===== config.mk =====
export PLATFORM = sky130hd
export DESIGN_NAME = stream_minmax_u
export DESIGN_NICKNAME = d
export VERILOG_FILES = /design/src/rtl/stream_minmax_u.sv
export SDC_FILE = /design/constraint.sdc
export NUM_CORES = 1
export LEC_CHECK = 0
export ABC_AREA = 1
export CAP_MARGIN = 15
export CORE_UTILIZATION = 58
export DETAILED_ROUTE_END_ITERATION = 7
export DONT_BUFFER_PORTS = 1
export PLACE_DENSITY_LB_ADDON = 0.1
export SYNTH_ARGS = -nofsm -noshare
export SYNTH_HDL_FRONTEND = slang
export SYNTH_SLANG_ARGS = --single-unit

===== constraint.sdc =====
create_clock -name clk -period 1.94 [get_ports clk]
set_input_delay 0.388 -clock clk [delete_from_list [all_inputs] [get_ports clk]]
set_output_delay 0.388 -clock clk [all_outputs]
set_load 0.1 [all_outputs]

===== src/rtl/stream_minmax_u.sv =====
// Framed streaming reduction: per frame, tracks the unsigned min, the unsigned max and a
// saturating beat count, then holds one registered result until downstream takes it.
module stream_minmax_u #(
  parameter int N  = 32,
  parameter int CW = 16
) (
  input  logic          clk,
  input  logic          rst,
  input  logic          in_valid,
  output logic          in_ready,
  input  logic [N-1:0]  in_data,
  input  logic          in_last,
  output logic          out_valid,
  input  logic          out_ready,
  output logic [N-1:0]  out_min,
  output logic [N-1:0]  out_max,
  output logic [CW-1:0] out_count,
  output logic          out_sat
);

  typedef enum logic [1:0] {IDLE, ACCUM, DONE} state_t;

  localparam logic [CW-1:0] CNT_MAX = '1;
  localparam logic [CW-1:0] CNT_ONE = CW'(1);

  state_t        state_q, state_d;
  logic [N-1:0]  min_q, min_d;
  logic [N-1:0]  max_q, max_d;
  logic [CW-1:0] cnt_q, cnt_d;
  logic          sat_q, sat_d;
  logic          in_acc;

  assign in_ready = !rst && (state_q != DONE);
  assign in_acc   = in_valid && in_ready;

  always_comb begin
    state_d = state_q;
    min_d   = min_q;
    max_d   = max_q;
    cnt_d   = cnt_q;
    sat_d   = sat_q;
    case (state_q)
      IDLE: begin
        if (in_acc) begin
          min_d   = in_data;
          max_d   = in_data;
          cnt_d   = CNT_ONE;
          sat_d   = 1'b0;
          state_d = in_last ? DONE : ACCUM;
        end
      end
      ACCUM: begin
        if (in_acc) begin
          // Strict compares: ties leave the stored extreme untouched.
          if (in_data < min_q) min_d = in_data;
          if (max_q < in_data) max_d = in_data;
          if (cnt_q == CNT_MAX) sat_d = 1'b1;
          else                  cnt_d = cnt_q + CNT_ONE;
          if (in_last) state_d = DONE;
        end
      end
      DONE: begin
        if (out_ready) state_d = IDLE;
      end
      default: state_d = IDLE;
    endcase
  end

  always_ff @(posedge clk) begin
    if (rst) begin
      state_q <= IDLE;
      min_q   <= '0;
      max_q   <= '0;
      cnt_q   <= '0;
      sat_q   <= 1'b0;
    end else begin
      state_q <= state_d;
      min_q   <= min_d;
      max_q   <= max_d;
      cnt_q   <= cnt_d;
      sat_q   <= sat_d;
    end
  end

  assign out_valid = (state_q == DONE);
  assign out_min   = min_q;
  assign out_max   = max_q;
  assign out_count = cnt_q;
  assign out_sat   = sat_q;

endmodule


=== Word level (Yosys, flattened, before mapping) ===
Cells that the tools add are included.

* Magnitude comparators: 2
* Eq/ne operators: 12
* $add $sub $neg: 1
* Muxes and demuxes: 21
* Reductions and logical operators: 10

{| class="wikitable"
|+ Operators with widths
! kind !! number
|-
| $mux 32 || 5
|-
| $pmux 32 s2 || 2
|-
| $lt 32x32->1 || 2
|-
| $mux 16 || 3
|-
| $pmux 16 s2 || 1
|-
| $reduce_and 4->1 || 5
|-
| $add 16x1->16 const B || 1
|-
| $eq 16x16->1 const B || 1
|-
| $ne 2x2->1 const B || 8
|-
| $mux 2 || 5
|-
| $pmux 2 s3 || 1
|-
| $mux 1 || 3
|-
| $eq 2x1->1 const B || 1
|-
| $eq 2x2->1 const B || 1
|-
| $logic_and 1x1->1 || 2
|-
| $logic_not 2->1 || 1
|-
| $ne 2x1->1 const B || 1
|-
| $pmux 1 s2 || 1
|-
| $reduce_bool 2->1 || 1
|-
| $logic_not 1->1 || 1
|}

* Output and inout bits: 83
* Input port bits: 37
* Word-level logic and storage cells: 51
* Flip-flop bits (word level): 83

=== Depth between registers and ports, before layout ===
Gate-level depths: netlist of the first run.

* Depth after elaboration: 5
* Mapped depth: 17
* Mapped depth without buffers: 16

=== Worst setup path before layout of the first run ===
No wires, ideal clock.

* Kind: reg-to-output
* Start: register state_q[0]
* End: output in_ready
* Path buffers: 1
* Required time: 1552 ps
* Arrival: 2711 ps
* Slack: -1159 ps
* Stages on the path, launching flop included: 4
* Cells stage by stage: dfxtp_1 > buf_2 > nor2_1 > nor2_1

* Word-level cells in the longest chain between the ends: 2

{| class="wikitable"
|+ RTL lines
! what !! line !! RTL
|-
| from (decl) || 26 || <nowiki>state_t state_q, state_d;</nowiki>
|-
| from (signal assigned) || 77 || <nowiki>state_q <= state_d;</nowiki>
|-
| $ne 2x2->1 || 33 || <nowiki>assign in_ready = !rst && (state_q != DONE);</nowiki>
|-
| $logic_and 1x1->1 || 33 ||
|-
| to (decl) || 10 || <nowiki>output logic in_ready,</nowiki>
|}

Every way passes these cells.

=== Final worst setup path of the first run ===
* Start: register max_q[5], in the netlist out_max[5]
* End: register max_q[7], in the netlist out_max[7]

* Word-level cells in the longest chain between the ends: 3

{| class="wikitable"
|+ RTL lines
! what !! line !! RTL
|-
| from (decl) || 28 || <nowiki>logic [N-1:0] max_q, max_d;</nowiki>
|-
| from (signal assigned) || 79 || <nowiki>max_q <= max_d;</nowiki>
|-
| $lt 32x32->1 || 56 || <nowiki>if (max_q < in_data) max_d = in_data;</nowiki>
|-
| $ne 2x2->1 (no source line) || n/a ||
|-
| $reduce_and 4->1 (no source line) || n/a ||
|}

Every way passes these cells.
A chain may end at the register's enable or synchronous reset.

==> results of run 1 <==
==> worst max path at each step <==
stage | startpoint | end | slack [ns] | depth (start not counted)
floorplan | out_min[5] | out_min[24] | -0.11 | 15
global placement | in_data[23] | out_min[24] | -0.09 | 12
detailed placement | in_data[23] | out_min[24] | -0.14 | 12
CTS | out_min[29] | out_min[24] | -0.08 | 13
global route | out_max[5] | out_max[7] | -0.37 | 14
finish | out_max[5] | out_max[7] | -0.18 | 14
==> flip-flops by register name (all words and copies together), names as in the netlist <==
| register | count |
|---|---|
| out_count | 16 |
| out_sat | 1 |
| out_min | 32 |
| out_max | 32 |
| state_q | 2 |
==> power groups by stage <==
| stage | logic (uW) | registers, uW | clock network [uW] |
|---|---|---|---|
| 2_1_floorplan | 578 | 2620 | 0 |
| 3_3_place_gp | 1640 | 1880 | 0 |
| 3_5_place_dp | 1680 | 1880 | 0 |
| 4_1_cts | 1740 | 1850 | 1300 |
| 5_1_grt | 1980 | 1860 | 1380 |
| 6_report | 1850 | 1850 | 1280 |
==> per-layer routing <==
layer	vias up	global-route usage, %
met5	-	0
met1	2511	34.3
li1	2693	-
met3	38	7.59
met2	233	54.0
met4	0	13.0
==> cells by family after synthesis <==
| group | after synthesis | synth area share [%] |
|---|---|---|
| fa+ha+maj | 63 | 15.2 |
| flops | 83 | 32.0 |
| buf+inv | 138 | 10.5 |
| xor+xnor | 4 | 0.675 |
| compound gates | 134 | 13.6 |
| simple gates | 337 | 28.1 |
==> layout by cell type, fill, tap and decap left out, types with 2 or more instances in the layout <==
| master | n |
|---|---|
| nand2_1 | 131 |
| buf_4 | 114 |
| a21oi_1 | 105 |
| inv_1 | 89 |
| nor2_1 | 84 |
| nand3_1 | 64 |
| dfxtp_4 | 61 |
| ha_1 | 54 |
| dfxtp_2 | 20 |
| inv_2 | 12 |
| nand3_2 | 12 |
| nand4_1 | 11 |
| nand2_2 | 11 |
| clkbuf_8 | 10 |
| o21ai_1 | 8 |
| ha_4 | 8 |
| nor3_1 | 7 |
| o21ai_0 | 6 |
| nor2_4 | 6 |
| nor2_2 | 6 |
| a21oi_2 | 6 |
| clkbuf_16 | 6 |
| buf_12 | 6 |
| xor2_1 | 4 |
| clkbuf_1 | 4 |
| buf_6 | 3 |
| o211ai_1 | 2 |
| nand2_4 | 2 |
| nand2_8 | 2 |
| a211oi_2 | 2 |
| buf_16 | 2 |
| dfxtp_1 | 2 |
==> repair_timing <==
item                       CTS  global route
gates cloned                 2             7
pin swaps                    2            14
buffers inserted             0             4
gates resized for setup     31            31
setup endpoints to repair   34            70
==> critical path, cell delays in order (launching register included) <==
cell     delay, ns
dfxtp_4       0.35
ha_1          0.28
a21oi_1       0.13
nor2_1        0.06
nor3_1        0.21
nand2_1       0.14
nand2_1       0.08
nand2_1       0.07
nand2_1       0.06
nand2_1       0.05
nand2_2       0.13
buf_12        0.19
nand3_1       0.10
nand2_1       0.09
nor2_1        0.05
==> final cells by class <==
class,instances,area (um^2)
Clock buffer,16,203
Timing Repair Buffer,130,1180
Multi-Input combinational cell,539,3260
Tap cell,108,135
Sequential cell,83,1920
Fill cell,560,1600
Inverter,102,384
==> stage by stage <==
stage               TNS (ns)  instance area (um^2)  setup slack (ns)  utilization, %  total power, uW
finish                 -7.44                  7080            -0.184            81.6             4980
CTS                    -1.19                  6770           -0.0772            78.0             4890
global route          -17.96                  7080            -0.366            81.6             5220
detailed placement     -4.96                  6380            -0.138            73.6             3560
floorplan              -4.25                  5470            -0.112               -             3200
global placement       -3.33                  6380           -0.0891            73.6             3520
==> key figures, run 1 <==
Worst hold path
  – Worst Hold Class: in -> reg
  – Worst Hold Path EP: out_count[15]
  – Hold wc startpoint: rst
  – Hold Crit Depth: 1

Clocking
  – Clock slew at reported path FFs: 0.08 ns
  – Worst-Skew Late Latency: between 0.3 and 0.4 ns
  – CTS tree: built
  – Clock Path Buffers: 2
  – CTS sink count: 83
  – Total CTS buffers: 9
  – Root buffer cell: clkbuf_8
  – H-tree depth: 3
  – Hold Buf Count CTS: 0

Floorplan
  – Num ports: 120
  – Core Rows: 34
  – Die width: roughly 97 um
  – Die H: 96.6 um
  – Die area: just over 0.009 mm^2
  – Initial Utilization: between 50% and 60%
  – Core area: ~0.0087 mm^2

Placement
  – I/O Buffers: 0
  – Final HPWL DP: approximately 10000 um
  – Routability cong.: a little under 0.9
  – Placed cells: roughly 950

Power
  – P per Cell Area: around 700 mW/mm^2
  – P_leak: roughly 0.0033 uW
  – Switching Share: 40.5%
  – Clk network pwr share: 25.8%
  – Worst-case vdd ir drop: approximately 480 uV
  – Net Sw Power: between 2000 and 2500 uW
  – Combinational fraction of design power: 37.1%
  – Sequential power share: a little under two fifths
  – Internal: 2970 uW

Global routing
  – Via count of the first global-routing pass: ~5100
  – First-pass GRT wire length: approximately 22000 um
  – Initial antenna violation count: 0
  – Largest net degree at the start of global routing: 91
  – GRT Util Overall: 30.4%
  – Overflow left after global routing: 0

Critical path
  – Worst R2R Path Depth: 14
  – Reg-to-reg slack, setup: -0.18 ns
  – R2R Path Start: out_max[5]
  – WP data required: roughly 2.2 ns
  – Startpoint Class: register
  – Reg-to-reg endpoint: out_max[7]
  – Setup Crit Path Kind: reg -> reg
  – Critical path peak fanout: 26
  – CP arrival: between 2 and 2.5 ns
  – Worst setup EP type: register

Logic synthesis
  – Synth area leaders: dfxtp_1, ha_1, a21oi_1
  – Post-synth top area share: 32.0%
  – Syn_nets: 859
  – Cell Area, Synth: 0.00519 mm^2
  – Synth Instances: roughly 760
  – Main synth FF type: dfxtp_1
  – Syn Area/Cell: 6.83 um^2
  – Number of synthesis warnings: 0
  – Yosys reg bits: 83
  – Number of flops mapped to enable cells by yosys: 0
  – Fraction of registers with async set or reset after synthesis: 0%
  – Synth unique cells: 31
  – Most common cell in the synthesized netlist: nand2_1
  – Synth top cells by count: nand2_1, a21oi_1, inv_1
  – Seq/Total Area, Yosys: between 30% and 40%
  – Synth area leader: dfxtp_1

Routing
  – # DRC: 0
  – ANT nets after route: 0
  – Via density: between 5 and 6
  – Routed WL: between 15000 and 20000 um
  – Met2 wire length: 7500 um
  – Uppermost routed layer: met4
  – DR pass1 iterations: 5
  – Met3 Routed Length: 1390 um
  – DRT iter0 DRCs: 270
  – DR WL/cell: 15.5 um
  – WL met1: just under 6000 um
  – Vias: 5475

Timing
  – RSZ-0062 raised after global routing: yes
  – Fin crit share: 109%
  – Slew HR: 49.5%
  – Final hold vios: 0
  – # setup viols final: 64
  – Max Slew Vio Count: 0
  – Worst-margin pin slew: roughly 0.76 ns
  – Final Skew: roughly 0.011 ns
  – F_max: about 470 MHz
  – Worst Slack Setup Final: -0.184 ns
  – Worst hold slack: 0.0874 ns
  – Min Tclk post-route: 2.12 ns

Finish
  – Inserted Diodes: 0
  – Fin nets: between 900 and 1000
  – Non-Filler Instances: a little under 1000
  – Layout cells sized above 1: between 30% and 40%
  – Layout area overhead: 36.5%

Status
  – Status: finished with violations
  – Failing checks: negative setup slack

Run
  – MaxCap Viol Count: 0
(Power assumes the default switching activity.)
==> run 2: changes to the inputs <==
--- a/config.mk
+++ b/config.mk
@@ -8,6 +8,7 @@
 export ABC_AREA = 1
 export CAP_MARGIN = 15
 export CORE_UTILIZATION = 58
+export CTS_CLUSTER_SIZE = 10
 export DETAILED_ROUTE_END_ITERATION = 7
 export DONT_BUFFER_PORTS = 1
 export PLACE_DENSITY_LB_ADDON = 0.1
==> constraint.sdc (replaced) <==
create_clock -name clk -period 1.94 [get_ports clk]
set_input_delay 0.291 -clock clk [delete_from_list [all_inputs] [get_ports clk]]
set_output_delay 0.291 -clock clk [all_outputs]
set_load 0.1 [all_outputs]
==> key figures, run 2 (synthesis gave the netlist of run 1 again) <==
Timing
  – Worst hold slack: 0.0184 ns (-0.0690 ns)
  – Final hold vios: 0 (unchanged)
  – Max Slew Vio Count: 0 (unchanged)
  – F_max: 468 MHz (-0.60%)
  – Final setup TNS: -6.34 ns (+1.10 ns)
  – Final Skew: 0.00983 ns (-0.000883 ns)
  – Fin crit share: 110% (+0.66 points)
  – Worst-margin pin slew: 0.738 ns (-0.0196 ns)
  – # setup viols final: 64 (unchanged)
  – Worst Slack Setup Final: -0.197 ns (-0.0129 ns)
  – RSZ-0062 raised after global routing: yes
  – Slew HR: 50.8% (+1.3 points)
  – Min Tclk post-route: 2.14 ns (+0.0129 ns)

Routing
  – DRT iter0 DRCs: 330 (+22%)
  – # DRC: 0 (unchanged)
  – DR WL/cell: 16.5 um (+5.9%)
  – Via density: 5.66 (+1.1%)
  – ANT nets after route: 0 (unchanged)
  – DR pass1 iterations: 5 (unchanged)
  – Vias: 5480 (+0.091%)
  – Routed WL: 15900 um (+4.8%)

Critical path
  – CP cell instances: ha_1 > nand2_1 > o21ai_1 > nand2_1 > a21oi_2 > nor2_1 > nand2_2 > nand2_4 > buf_6 > buf_16 > a21oi_1 > nor2_1
  – Setup Crit Path Kind: reg -> reg
  – WP data required: 2.18 ns (about the same)
  – Critical path's top delay family: simple AND/OR/NAND/NOR gates
  – Critical path buffer and inverter count: 2 (+1)
  – Critical path peak fanout: 17 (-35%)
  – Startpoint Class: register
  – Crit-path max cell delay: 0.35 ns (about the same)
  – CP arrival: 2.38 ns (+0.02 ns)
  – Worst setup EP type: register
  – Slowest CP cell: dfxtp_4

Clocking
  – CTS tree: built
  – Worst-Skew Late Latency: 0.35 ns (about the same)
  – Total CTS buffers: 9 (unchanged)
  – CTS sink count: 83 (unchanged)
  – H-tree depth: 3 (unchanged)
  – Clock Path Buffers: 2 (unchanged)
  – Root buffer cell: clkbuf_8
  – Clock slew at reported path FFs: 0.09 ns (about the same)

Run
  – MaxCap Viol Count: 0 (unchanged)

Placement
  – Placed cells: 928 (-2.2%)
  – I/O Buffers: 0 (unchanged)
  – Setup WS pre-CTS: -0.0538 ns (+0.0840 ns)
  – Final HPWL DP: 9350 um (-4.4%)
  – Routability cong.: 0.869 (-0.34%)

Floorplan
  – Die H: 96.6 um (unchanged)
  – Core area: 0.00868 mm^2 (unchanged)
  – Die width: 96.6 um (unchanged)
  – Core Rows: 34 (unchanged)
  – Num ports: 120 (unchanged)
  – Die area: 0.00933 mm^2 (unchanged)
  – Initial Utilization: 59.8% (unchanged)

Global routing
  – Overflow left after global routing: 0 (unchanged)
  – Largest net degree at the start of global routing: 131 (+44%)
  – First-pass GRT wire length: 22700 um (+3.1%)
  – Via count of the first global-routing pass: 5115 (-0.14%)
  – GRT Util Overall: 31.2% (+0.83 points)
  – Initial antenna violation count: 0 (unchanged)

Finish
  – Non-Filler Instances: 968 (-1.0%)
  – Inserted Diodes: 0 (unchanged)
  – Fin nets: 955 (-1.0%)
  – Commonest non-fill, non-tap cell in the layout: nand2_1
  – Layout cells sized above 1: 36.9% (+3.2 points)
  – Most frequent cells in the layout: nand2_1, buf_4, a21oi_1
  – Layout area overhead: 39.5%

Power
  – Net Sw Power: 2080 uW (+3.3%)
  – P_leak: 0.00331 uW (-0.74%)
  – Combinational fraction of design power: 39.0% (+1.9 points)
  – Total Power: 4870 uW (-2.3%)
  – Clk network pwr share: 22.9% (-2.9 points)
  – Worst-case vdd ir drop: 482 uV (+0.70%)
  – P per Cell Area: 672 mW/mm^2 (-4.4%)
  – Sequential power share: 38.1% (+1.0 points)
  – Switching Share: 42.8% (+2.3 points)
  – Internal: 2780 uW (-6.2%)

Status
  – Status: finished with violations
  – Failing checks: negative setup slack

Worst hold path
  – Worst Hold Class: in -> reg
## run 2: power by group through the flow
| stage | combinational [uW] | clock, uW | sequential [uW] |
|---|---|---|---|
| 5_1_grt | 2020 | 1210 | 1870 |
| 3_5_place_dp | 1640 | 0 | 1880 |
| 6_report | 1900 | 1120 | 1850 |
| 3_3_place_gp | 1610 | 0 | 1880 |
| 4_1_cts | 1760 | 1120 | 1850 |
| 2_1_floorplan | 578 | 0 | 2620 |
## run 2: routing by layer
| metal | global-route usage (%) | part of all wire (%) |
|---|---|---|
| met1 | 34.8 | 38 |
| met4 | 10.7 | 2.9 |
| met2 | 57.3 | 51 |
| met5 | 0 | 0 |
| met3 | 7.82 | 8.0 |
## run 2: path summary, 6_finish.rpt
path            startpoint       endpoint  slack, ns  cells after the start
max            out_max[19]     out_max[8]      -0.20                     12
min                    rst     state_q[0]       0.02                      1
max reg2reg    out_max[19]     out_max[8]      -0.20                     12
min reg2reg  out_count[12]  out_count[12]       0.47                      2
## run 2: final cells by class
type,count,area (um^2)
multi-input cells,538,3460
flip-flops and latches,83,1910
fillers,547,1440
inverters,102,385
well taps,108,135
clock buffers,9,124
repair buffers,121,1180
clock inverters,7,45.0
## run 2: what timing repair did
item / 4_1_cts / 5_1_grt
gates resized for setup: 44 / 57
endpoints found under the setup margin: 63 / 66
setup buffers: 6 / 7
endpoints found under the hold margin: 7 / 0
cloned: 6 / 4
pin swaps: 8 / 18
hold buffers: 1 / 0
## run 2: metrics by stage
stage / util, % / instance area [um^2]
global route: 83.4 / 7240
finish: 83.4 / 7240
CTS: 78.9 / 6850
floorplan: - / 5470
global placement: 71.7 / 6230
detailed placement: 71.7 / 6230
